### src/rtl/axil_pkg.sv
// -----------------------------------------------------------------------------
// axil_pkg
// Shared types and helpers for the AXI4-Lite register bank.
//   axil_resp_t  : AXI response encoding (OKAY/EXOKAY/SLVERR/DECERR)
//   axil_prot_t  : AxPROT field and its bit positions
//   wr_state_t   : write-channel FSM states
//   rd_state_t   : read-channel FSM states
//   clog2_bytes  : number of byte-offset address bits for a data width
//   idx_width    : width of a register index for a given register count
// -----------------------------------------------------------------------------
package axil_pkg;

  typedef enum logic [1:0] {
    RESP_OKAY   = 2'b00,
    RESP_EXOKAY = 2'b01,
    RESP_SLVERR = 2'b10,
    RESP_DECERR = 2'b11
  } axil_resp_t;

  typedef logic [2:0] axil_prot_t;

  // AxPROT bit meanings: [0] privileged, [1] non-secure, [2] instruction.
  localparam int unsigned PROT_PRIV_BIT   = 0;
  localparam int unsigned PROT_NONSEC_BIT = 1;
  localparam int unsigned PROT_INSTR_BIT  = 2;

  typedef enum logic [1:0] {
    W_IDLE = 2'd0,
    W_EXEC = 2'd1,
    W_RESP = 2'd2
  } wr_state_t;

  typedef enum logic {
    R_IDLE = 1'b0,
    R_RESP = 1'b1
  } rd_state_t;

  function automatic int unsigned clog2_bytes(input int unsigned data_width);
    return $clog2(data_width / 8);
  endfunction

  // A single-register bank still needs a 1-bit index signal.
  function automatic int unsigned idx_width(input int unsigned num_regs);
    return (num_regs > 1) ? $clog2(num_regs) : 1;
  endfunction

endpackage

### src/rtl/axil_reg_bank_decode.sv
// -----------------------------------------------------------------------------
// axil_reg_bank_decode
// Combinational address / permission checker for one AXI4-Lite channel.
// Ports:
//   addr_i : byte address of the access
//   prot_i : AxPROT of the access
//   idx_o  : register index (addr >> byte-offset bits)
//   resp_o : OKAY, or the error this access must be answered with
// Priority: misaligned (SLVERR) > out of range (DECERR) > read-only write or
// privilege violation (SLVERR).
// Optional: `define AXIL_REG_BANK_PROT_CHECK_EN enables the privilege check
// (prot[0]=0 to a PRIV_MASK register -> SLVERR).
// -----------------------------------------------------------------------------
module axil_reg_bank_decode
  import axil_pkg::*;
#(
  parameter int unsigned          ADDR_WIDTH = 32,
  parameter int unsigned          DATA_WIDTH = 32,
  parameter int unsigned          NUM_REGS   = 16,
  parameter int unsigned          IDX_W      = 4,
  parameter bit                   IS_WRITE   = 1'b0,
  parameter logic [NUM_REGS-1:0]  RO_MASK    = '0,
  parameter logic [NUM_REGS-1:0]  PRIV_MASK  = '0
) (
  input  logic [ADDR_WIDTH-1:0] addr_i,
  input  axil_prot_t            prot_i,
  output logic [IDX_W-1:0]      idx_o,
  output axil_resp_t            resp_o
);

  localparam int unsigned LSB = clog2_bytes(DATA_WIDTH);

  logic [ADDR_WIDTH-1:0] word_addr;
  logic                  misaligned;
  logic                  out_of_range;
  logic                  ro_viol;
  logic                  priv_viol;
  logic                  priv_chk;
  logic                  unused_prot;

  assign word_addr    = addr_i >> LSB;
  assign misaligned   = |addr_i[LSB-1:0];
  // Compare the whole word address so aliases above the bank are rejected.
  assign out_of_range = (word_addr >= ADDR_WIDTH'(NUM_REGS));
  assign idx_o        = word_addr[IDX_W-1:0];

  assign ro_viol   = IS_WRITE && RO_MASK[idx_o];
  assign priv_viol = PRIV_MASK[idx_o] && !prot_i[PROT_PRIV_BIT];

`ifdef AXIL_REG_BANK_PROT_CHECK_EN
  assign priv_chk = priv_viol;
`else
  logic unused_priv;
  assign unused_priv = priv_viol;
  assign priv_chk    = 1'b0;
`endif

  // Only prot[0] carries meaning here; the other bits are accepted as-is.
  assign unused_prot = ^prot_i;

  always_comb begin
    resp_o = RESP_OKAY;
    if (misaligned) begin
      resp_o = RESP_SLVERR;
    end else if (out_of_range) begin
      resp_o = RESP_DECERR;
    end else if (ro_viol || priv_chk) begin
      resp_o = RESP_SLVERR;
    end
  end

endmodule

### src/rtl/axil_reg_bank.sv
// -----------------------------------------------------------------------------
// axil_reg_bank
// AXI4-Lite slave register bank with NUM_REGS registers of DATA_WIDTH bits.
// Ports:
//   clk, reset_n        : clock, asynchronous active-low reset
//   s_aw* / s_w* / s_b* : AXI4-Lite write address, data and response channels
//   s_ar* / s_r*        : AXI4-Lite read address and data channels
//   reg_out             : flattened RW register contents (RO slots read 0)
//   reg_in              : fabric values returned for RO registers
//   wr_pulse / rd_pulse : one-cycle strobe per successful write / read
// Write path: W_IDLE collects AW and W independently, W_EXEC commits byte-wise
// and loads the response, W_RESP holds B until accepted.
// Read path: R_IDLE registers data/response on AR handshake, R_RESP holds R.
// Optional: `define AXIL_REG_BANK_PROT_CHECK_EN enables PRIV_MASK checking.
// -----------------------------------------------------------------------------
module axil_reg_bank
  import axil_pkg::*;
#(
  parameter int unsigned            ADDR_WIDTH  = 32,
  parameter int unsigned            DATA_WIDTH  = 32,
  parameter int unsigned            NUM_REGS    = 16,
  parameter logic [NUM_REGS-1:0]    RO_MASK     = '0,
  parameter logic [DATA_WIDTH-1:0]  RESET_VALUE = '0,
  parameter logic [NUM_REGS-1:0]    PRIV_MASK   = '0
) (
  input  logic                           clk,
  input  logic                           reset_n,
  // write address
  input  logic [ADDR_WIDTH-1:0]          s_awaddr,
  input  logic [2:0]                     s_awprot,
  input  logic                           s_awvalid,
  output logic                           s_awready,
  // write data
  input  logic [DATA_WIDTH-1:0]          s_wdata,
  input  logic [DATA_WIDTH/8-1:0]        s_wstrb,
  input  logic                           s_wvalid,
  output logic                           s_wready,
  // write response
  output logic [1:0]                     s_bresp,
  output logic                           s_bvalid,
  input  logic                           s_bready,
  // read address
  input  logic [ADDR_WIDTH-1:0]          s_araddr,
  input  logic [2:0]                     s_arprot,
  input  logic                           s_arvalid,
  output logic                           s_arready,
  // read data
  output logic [DATA_WIDTH-1:0]          s_rdata,
  output logic [1:0]                     s_rresp,
  output logic                           s_rvalid,
  input  logic                           s_rready,
  // fabric side
  output logic [NUM_REGS*DATA_WIDTH-1:0] reg_out,
  input  logic [NUM_REGS*DATA_WIDTH-1:0] reg_in,
  output logic [NUM_REGS-1:0]            wr_pulse,
  output logic [NUM_REGS-1:0]            rd_pulse
);

  localparam int unsigned STRB_W = DATA_WIDTH / 8;
  localparam int unsigned IDX_W  = idx_width(NUM_REGS);

  if (DATA_WIDTH != 32 && DATA_WIDTH != 64) begin : g_bad_width
    $error("axil_reg_bank: DATA_WIDTH must be 32 or 64");
  end
  if (NUM_REGS < 1 || NUM_REGS > 256) begin : g_bad_count
    $error("axil_reg_bank: NUM_REGS must be in 1..256");
  end

  // ---------------------------------------------------------------------------
  // Write channel state
  // ---------------------------------------------------------------------------
  wr_state_t             wr_state_q, wr_state_d;
  logic                  aw_held_q,  aw_held_d;
  logic                  w_held_q,   w_held_d;
  logic [ADDR_WIDTH-1:0] awaddr_q,   awaddr_d;
  axil_prot_t            awprot_q,   awprot_d;
  logic [DATA_WIDTH-1:0] wdata_q,    wdata_d;
  logic [STRB_W-1:0]     wstrb_q,    wstrb_d;
  logic                  awready_q,  awready_d;
  logic                  wready_q,   wready_d;
  logic                  bvalid_q,   bvalid_d;
  axil_resp_t            bresp_q,    bresp_d;
  logic [NUM_REGS-1:0]   wr_pulse_q, wr_pulse_d;

  logic [IDX_W-1:0]      wr_idx;
  axil_resp_t            wr_resp;
  logic                  wr_commit;

  // ---------------------------------------------------------------------------
  // Read channel state
  // ---------------------------------------------------------------------------
  rd_state_t             rd_state_q, rd_state_d;
  logic                  arready_q,  arready_d;
  logic                  rvalid_q,   rvalid_d;
  logic [DATA_WIDTH-1:0] rdata_q,    rdata_d;
  axil_resp_t            rresp_q,    rresp_d;
  logic [NUM_REGS-1:0]   rd_pulse_q, rd_pulse_d;

  logic [IDX_W-1:0]      rd_idx;
  axil_resp_t            rd_resp;
  logic [DATA_WIDTH-1:0] rd_word;

  logic [NUM_REGS*DATA_WIDTH-1:0] reg_flat;

  // ---------------------------------------------------------------------------
  // Decoders: the write side checks the captured address, the read side the
  // live AR address since it responds in the handshake cycle.
  // ---------------------------------------------------------------------------
  axil_reg_bank_decode #(
    .ADDR_WIDTH (ADDR_WIDTH),
    .DATA_WIDTH (DATA_WIDTH),
    .NUM_REGS   (NUM_REGS),
    .IDX_W      (IDX_W),
    .IS_WRITE   (1'b1),
    .RO_MASK    (RO_MASK),
    .PRIV_MASK  (PRIV_MASK)
  ) u_wr_decode (
    .addr_i (awaddr_q),
    .prot_i (awprot_q),
    .idx_o  (wr_idx),
    .resp_o (wr_resp)
  );

  axil_reg_bank_decode #(
    .ADDR_WIDTH (ADDR_WIDTH),
    .DATA_WIDTH (DATA_WIDTH),
    .NUM_REGS   (NUM_REGS),
    .IDX_W      (IDX_W),
    .IS_WRITE   (1'b0),
    .RO_MASK    (RO_MASK),
    .PRIV_MASK  (PRIV_MASK)
  ) u_rd_decode (
    .addr_i (s_araddr),
    .prot_i (s_arprot),
    .idx_o  (rd_idx),
    .resp_o (rd_resp)
  );

  assign wr_commit = (wr_state_q == W_EXEC) && (wr_resp == RESP_OKAY);

  // ---------------------------------------------------------------------------
  // Register storage: RW slots hold state, RO slots contribute zeros to
  // reg_out and are served from reg_in on reads.
  // ---------------------------------------------------------------------------
  for (genvar gi = 0; gi < NUM_REGS; gi++) begin : g_reg
    if (RO_MASK[gi]) begin : g_ro
      assign reg_flat[gi*DATA_WIDTH +: DATA_WIDTH] = '0;
    end else begin : g_rw
      logic [DATA_WIDTH-1:0] reg_q, reg_d;
      logic                  hit;

      assign hit = wr_commit && (wr_idx == IDX_W'(gi));

      always_comb begin
        reg_d = reg_q;
        if (hit) begin
          for (int k = 0; k < STRB_W; k++) begin
            if (wstrb_q[k]) begin
              reg_d[k*8 +: 8] = wdata_q[k*8 +: 8];
            end
          end
        end
      end

      always_ff @(posedge clk or negedge reset_n) begin
        if (!reset_n) begin
          reg_q <= RESET_VALUE;
        end else begin
          reg_q <= reg_d;
        end
      end

      assign reg_flat[gi*DATA_WIDTH +: DATA_WIDTH] = reg_q;
    end
  end

  // ---------------------------------------------------------------------------
  // Write FSM
  // ---------------------------------------------------------------------------
  always_comb begin
    wr_state_d = wr_state_q;
    aw_held_d  = aw_held_q;
    w_held_d   = w_held_q;
    awaddr_d   = awaddr_q;
    awprot_d   = awprot_q;
    wdata_d    = wdata_q;
    wstrb_d    = wstrb_q;
    awready_d  = awready_q;
    wready_d   = wready_q;
    bvalid_d   = bvalid_q;
    bresp_d    = bresp_q;
    wr_pulse_d = '0;

    unique case (wr_state_q)
      W_IDLE: begin
        if (s_awvalid && awready_q) begin
          aw_held_d = 1'b1;
          awaddr_d  = s_awaddr;
          awprot_d  = s_awprot;
        end
        if (s_wvalid && wready_q) begin
          w_held_d = 1'b1;
          wdata_d  = s_wdata;
          wstrb_d  = s_wstrb;
        end
        // Each ready drops as soon as its half is captured; also raises both
        // readies in the first cycle after reset.
        if (aw_held_d && w_held_d) begin
          wr_state_d = W_EXEC;
          awready_d  = 1'b0;
          wready_d   = 1'b0;
        end else begin
          awready_d = !aw_held_d;
          wready_d  = !w_held_d;
        end
      end

      W_EXEC: begin
        bvalid_d   = 1'b1;
        bresp_d    = wr_resp;
        aw_held_d  = 1'b0;
        w_held_d   = 1'b0;
        wr_state_d = W_RESP;
        if (wr_resp == RESP_OKAY) begin
          wr_pulse_d[wr_idx] = 1'b1;
        end
      end

      W_RESP: begin
        if (s_bready) begin
          bvalid_d   = 1'b0;
          awready_d  = 1'b1;
          wready_d   = 1'b1;
          wr_state_d = W_IDLE;
        end
      end

      default: begin
        wr_state_d = W_IDLE;
      end
    endcase
  end

  always_ff @(posedge clk or negedge reset_n) begin
    if (!reset_n) begin
      wr_state_q <= W_IDLE;
      aw_held_q  <= 1'b0;
      w_held_q   <= 1'b0;
      awaddr_q   <= '0;
      awprot_q   <= '0;
      wdata_q    <= '0;
      wstrb_q    <= '0;
      awready_q  <= 1'b0;
      wready_q   <= 1'b0;
      bvalid_q   <= 1'b0;
      bresp_q    <= RESP_OKAY;
      wr_pulse_q <= '0;
    end else begin
      wr_state_q <= wr_state_d;
      aw_held_q  <= aw_held_d;
      w_held_q   <= w_held_d;
      awaddr_q   <= awaddr_d;
      awprot_q   <= awprot_d;
      wdata_q    <= wdata_d;
      wstrb_q    <= wstrb_d;
      awready_q  <= awready_d;
      wready_q   <= wready_d;
      bvalid_q   <= bvalid_d;
      bresp_q    <= bresp_d;
      wr_pulse_q <= wr_pulse_d;
    end
  end

  // ---------------------------------------------------------------------------
  // Read FSM. Storage is sampled before any same-cycle W_EXEC commit lands,
  // so a coincident read returns the pre-write value.
  // ---------------------------------------------------------------------------
  assign rd_word = RO_MASK[rd_idx] ? reg_in[rd_idx*DATA_WIDTH +: DATA_WIDTH]
                                   : reg_flat[rd_idx*DATA_WIDTH +: DATA_WIDTH];

  always_comb begin
    rd_state_d = rd_state_q;
    arready_d  = arready_q;
    rvalid_d   = rvalid_q;
    rdata_d    = rdata_q;
    rresp_d    = rresp_q;
    rd_pulse_d = '0;

    unique case (rd_state_q)
      R_IDLE: begin
        if (s_arvalid && arready_q) begin
          rvalid_d   = 1'b1;
          arready_d  = 1'b0;
          rresp_d    = rd_resp;
          rd_state_d = R_RESP;
          if (rd_resp == RESP_OKAY) begin
            rdata_d            = rd_word;
            rd_pulse_d[rd_idx] = 1'b1;
          end else begin
            rdata_d = '0;
          end
        end else begin
          arready_d = 1'b1;
        end
      end

      R_RESP: begin
        if (s_rready) begin
          rvalid_d   = 1'b0;
          arready_d  = 1'b1;
          rd_state_d = R_IDLE;
        end
      end

      default: begin
        rd_state_d = R_IDLE;
      end
    endcase
  end

  always_ff @(posedge clk or negedge reset_n) begin
    if (!reset_n) begin
      rd_state_q <= R_IDLE;
      arready_q  <= 1'b0;
      rvalid_q   <= 1'b0;
      rdata_q    <= '0;
      rresp_q    <= RESP_OKAY;
      rd_pulse_q <= '0;
    end else begin
      rd_state_q <= rd_state_d;
      arready_q  <= arready_d;
      rvalid_q   <= rvalid_d;
      rdata_q    <= rdata_d;
      rresp_q    <= rresp_d;
      rd_pulse_q <= rd_pulse_d;
    end
  end

  // ---------------------------------------------------------------------------
  // Outputs
  // ---------------------------------------------------------------------------
  assign s_awready = awready_q;
  assign s_wready  = wready_q;
  assign s_bvalid  = bvalid_q;
  assign s_bresp   = bresp_q;
  assign s_arready = arready_q;
  assign s_rvalid  = rvalid_q;
  assign s_rdata   = rdata_q;
  assign s_rresp   = rresp_q;
  assign reg_out   = reg_flat;
  assign wr_pulse  = wr_pulse_q;
  assign rd_pulse  = rd_pulse_q;

endmodule

### config.mk
export PLATFORM = sky130hd
export DESIGN_NAME = axil_reg_bank
export DESIGN_NICKNAME = d
export VERILOG_FILES = /design/src/rtl/axil_pkg.sv /design/src/rtl/axil_reg_bank_decode.sv /design/src/rtl/axil_reg_bank.sv
export SDC_FILE = /design/constraint.sdc
export NUM_CORES = 1
export LEC_CHECK = 0
export ABC_AREA = 1
export BUFFER_PORTS_ARGS = -buffer_cell sky130_fd_sc_hd__buf_4
export CAP_MARGIN = 0
export CELL_PAD_IN_SITES_DETAIL_PLACEMENT = 0
export CELL_PAD_IN_SITES_GLOBAL_PLACEMENT = 1
export CORE_AREA = 2 2 472 474
export CTS_BUF_LIST = sky130_fd_sc_hd__clkbuf_16
export CTS_CLUSTER_DIAMETER = 100
export DETAILED_ROUTE_END_ITERATION = 7
export DIE_AREA = 0 0 474 476
export PLACE_DENSITY = 0.39
export SLEW_MARGIN = 40
export SYNTH_ARGS = -nofsm -noshare
export SYNTH_HDL_FRONTEND = slang
export SYNTH_HIERARCHICAL = 1
export SYNTH_SLANG_ARGS = --single-unit
### constraint.sdc
create_clock -name clk -period 6.3 [get_ports clk]
set_input_delay 0.63 -clock clk [delete_from_list [all_inputs] [get_ports clk]]
set_output_delay 0.63 -clock clk [all_outputs]
set_load 0.02 [all_outputs]
==> out/results.ini <==
[die]
ioPinCount=1210
die_w_um=474
coreArea_um2=221000
die_y_um=476
die_area_um2=226000
rows=173
initial_core_util_pct=13.8

[clock_tree]
cts_made_buffers=92
tritoncts=built
cts.repair.resized=0
clkTransAtPathRegs_ps=60
post_cts_buffers=0
insertion_delay_ps=720
cts_hold_buf=2
cts_buffer_depth=3
htree_levels=3
clock-sinks=658
cts_root_buf=clkbuf_16

[global_route]
grt_pass1_vias=27173
grt_max_degree=125
grt_pass1_wl_mm=235
grt_overflow=0
antenna_found_initial=13
grt_usage_pct=15.0

[job]
maxCapViolations=0

[sta]
finalCritPeriodShare_pct=56.9
worst_pin_slew_ps=846
tns_ps=0
fmax_ghz=0.279
post-route-worst-setup-slack_ps=2710
rsz0062_at_grt=no
setup_violations=0
fin_crit_ps=3590
fin_skew_ps=40.5
relSlewSlack_pct=43.5
maxSlewViolCount=0
finalHoldViolations=0

[critical_path]
rr_startpoint=awaddr_q[27]$_DFFE_PN0P_
rr_endpoint=g_reg[10].g_rw.reg_q[4]$_DFFE_PN0P_
worstPathRequired_ps=6900
worstPathArrival_ps=4180
end_kind=flip-flop
cp_slowest_cell=nor2_4
r2r_slack_ps=2710
slowest_delay_ps=710
cp_cell_sequence=nor2_2 > nand2_1 > nor2_1 > nand2_1 > nor2_2 > nor2_1 > nor2_8 > nand4_4 > nor2_4 > nand2_2 > o21ai_0
start_kind=flip-flop
reg2reg_depth=11
cp.depth=11
startpoint=awaddr_q[27]$_DFFE_PN0P_
crit_path_max_fanout=16
crit_end=g_reg[10].g_rw.reg_q[4]$_DFFE_PN0P_
path_buf_inv=0
critical_path_class=reg2reg
path_delay_family=simple AND/OR/NAND/NOR gates

[logic_synthesis]
synth_nets=4344
syn_inst=3719
syn_area_per_cell_um2=8.18
synth_area_um2=30400
yosys_warnings=6

[final_layout]
area_growth_pct=36.2
final_cell_mix=nand2_1, buf_4, dfrtp_1, o21ai_0, o21ai_2
drive_gt1_share_pct=25.1
final_common_cell=nand2_1
fin_nets=4941

[power]
comb_power_share_pct=17.4
ir_drop_mv=0.171
power_frac_seq_pct=40.2
sw_frac_of_total_pct=34.3
power.internal_mw=7.64
p_leak_nw=21.2
powerDensity_nw_per_um2=281
switchingPower_mw=3.99
clkPwrFrac_pct=42.4

[placement]
portBuffers=691
place_ws_ps=2610
gp_congestion=0.747
place_hpwl_mm=124

[worst_hold_path]
hp-class=in2reg
hp-start=s_bready

[detailed_routing]
drtAntennaViolNets=0
wirelength_mm=173
drtPass1Iterations=5
drt_iter0_drc=1569
drc=0
dr_total_vias=27005
via_per_inst=3.66
detail_route.wl_per_cell_um=23.5

[run_status]
outcome=finished, final reports clean

per-stage QoR:
step                cell area (um^2)  total power, mW  cells  util (%)  hold WS, ps
floorplan                      30400             5.81   3719         -          334
detailed placement             38500             6.88   7191      17.4          439
finish                         41400             11.6   7373      18.7          162
global placement               38500             6.85   7190      17.4          430
global route                   41400             12.3   7366      18.7          121
CTS                            41300             12.0   7361      18.7         69.2
worst register-to-register path, delay by kind of cell, from the launching register on:
| kind | cells | cell delay [ps] |
|---|---|---|
| and+or+nand+nor | 10 | 2820 |
| DFF | 1 | 380 |
| AOI/OAI and AO/OA | 1 | 290 |
state kept, by name, indices dropped and copies added (netlist names), 2 cells and up:
name and flops:
wr_state_q 2, rd_pulse 16, s_rdata 32, s_bresp 2, wstrb_q 4, g.g_rw.reg_q 512, awaddr_q 32, wr_pulse 16
s_rresp 2, wdata_q 32
routing by layer:
layer  routed length (um)  part of all wire, %  track usage, %  vias up
met5                   44                0.025               0        -
met4                 2680                  1.5            3.17        6
met3                17700                   10            6.09      114
met2                71400                   41            21.6      857
met1                81400                   47            20.8    13036
li1                     -                    -               -    12992
worst min path at each step:
stage / end / slack [ps] / cells past startpoint
6_report: wr_state_q[1]$_DFFE_PN0P_ / 160 / 2
3_3_place_gp: s_rvalid$_DFFE_PN0P_ / 430 / 1
2_1_floorplan: aw_held_q$_DFFE_PN0P_ / 330 / 0
3_5_place_dp: s_rvalid$_DFFE_PN0P_ / 440 / 1
5_1_grt: awaddr_q[3]$_DFFE_PN0P_ / 120 / 2
4_1_cts: wdata_q[28]$_DFFE_PN0P_ / 70 / 3
cell type report:
class / count / area [um^2]
diodes: 8 / 20.0
clock buffers: 94 / 2350
clock inverters: 74 / 417
fillers: 25008 / 180000
inverters: 51 / 205
multi-input cells: 2782 / 12500
flip-flops and latches: 658 / 16500
well taps: 2975 / 3720
repair buffers: 731 / 5710
power by group through the flow:
stage               combinational [mW]  clock, mW  sequential (mW)
finish                            2.02       4.93             4.68
global route                      2.23       5.31             4.71
CTS                               2.13       5.16             4.68
detailed placement                2.13          0             4.76
global placement                  2.11          0             4.74
floorplan                         1.13          0             4.68
Power figures use the tool's default switching activity.
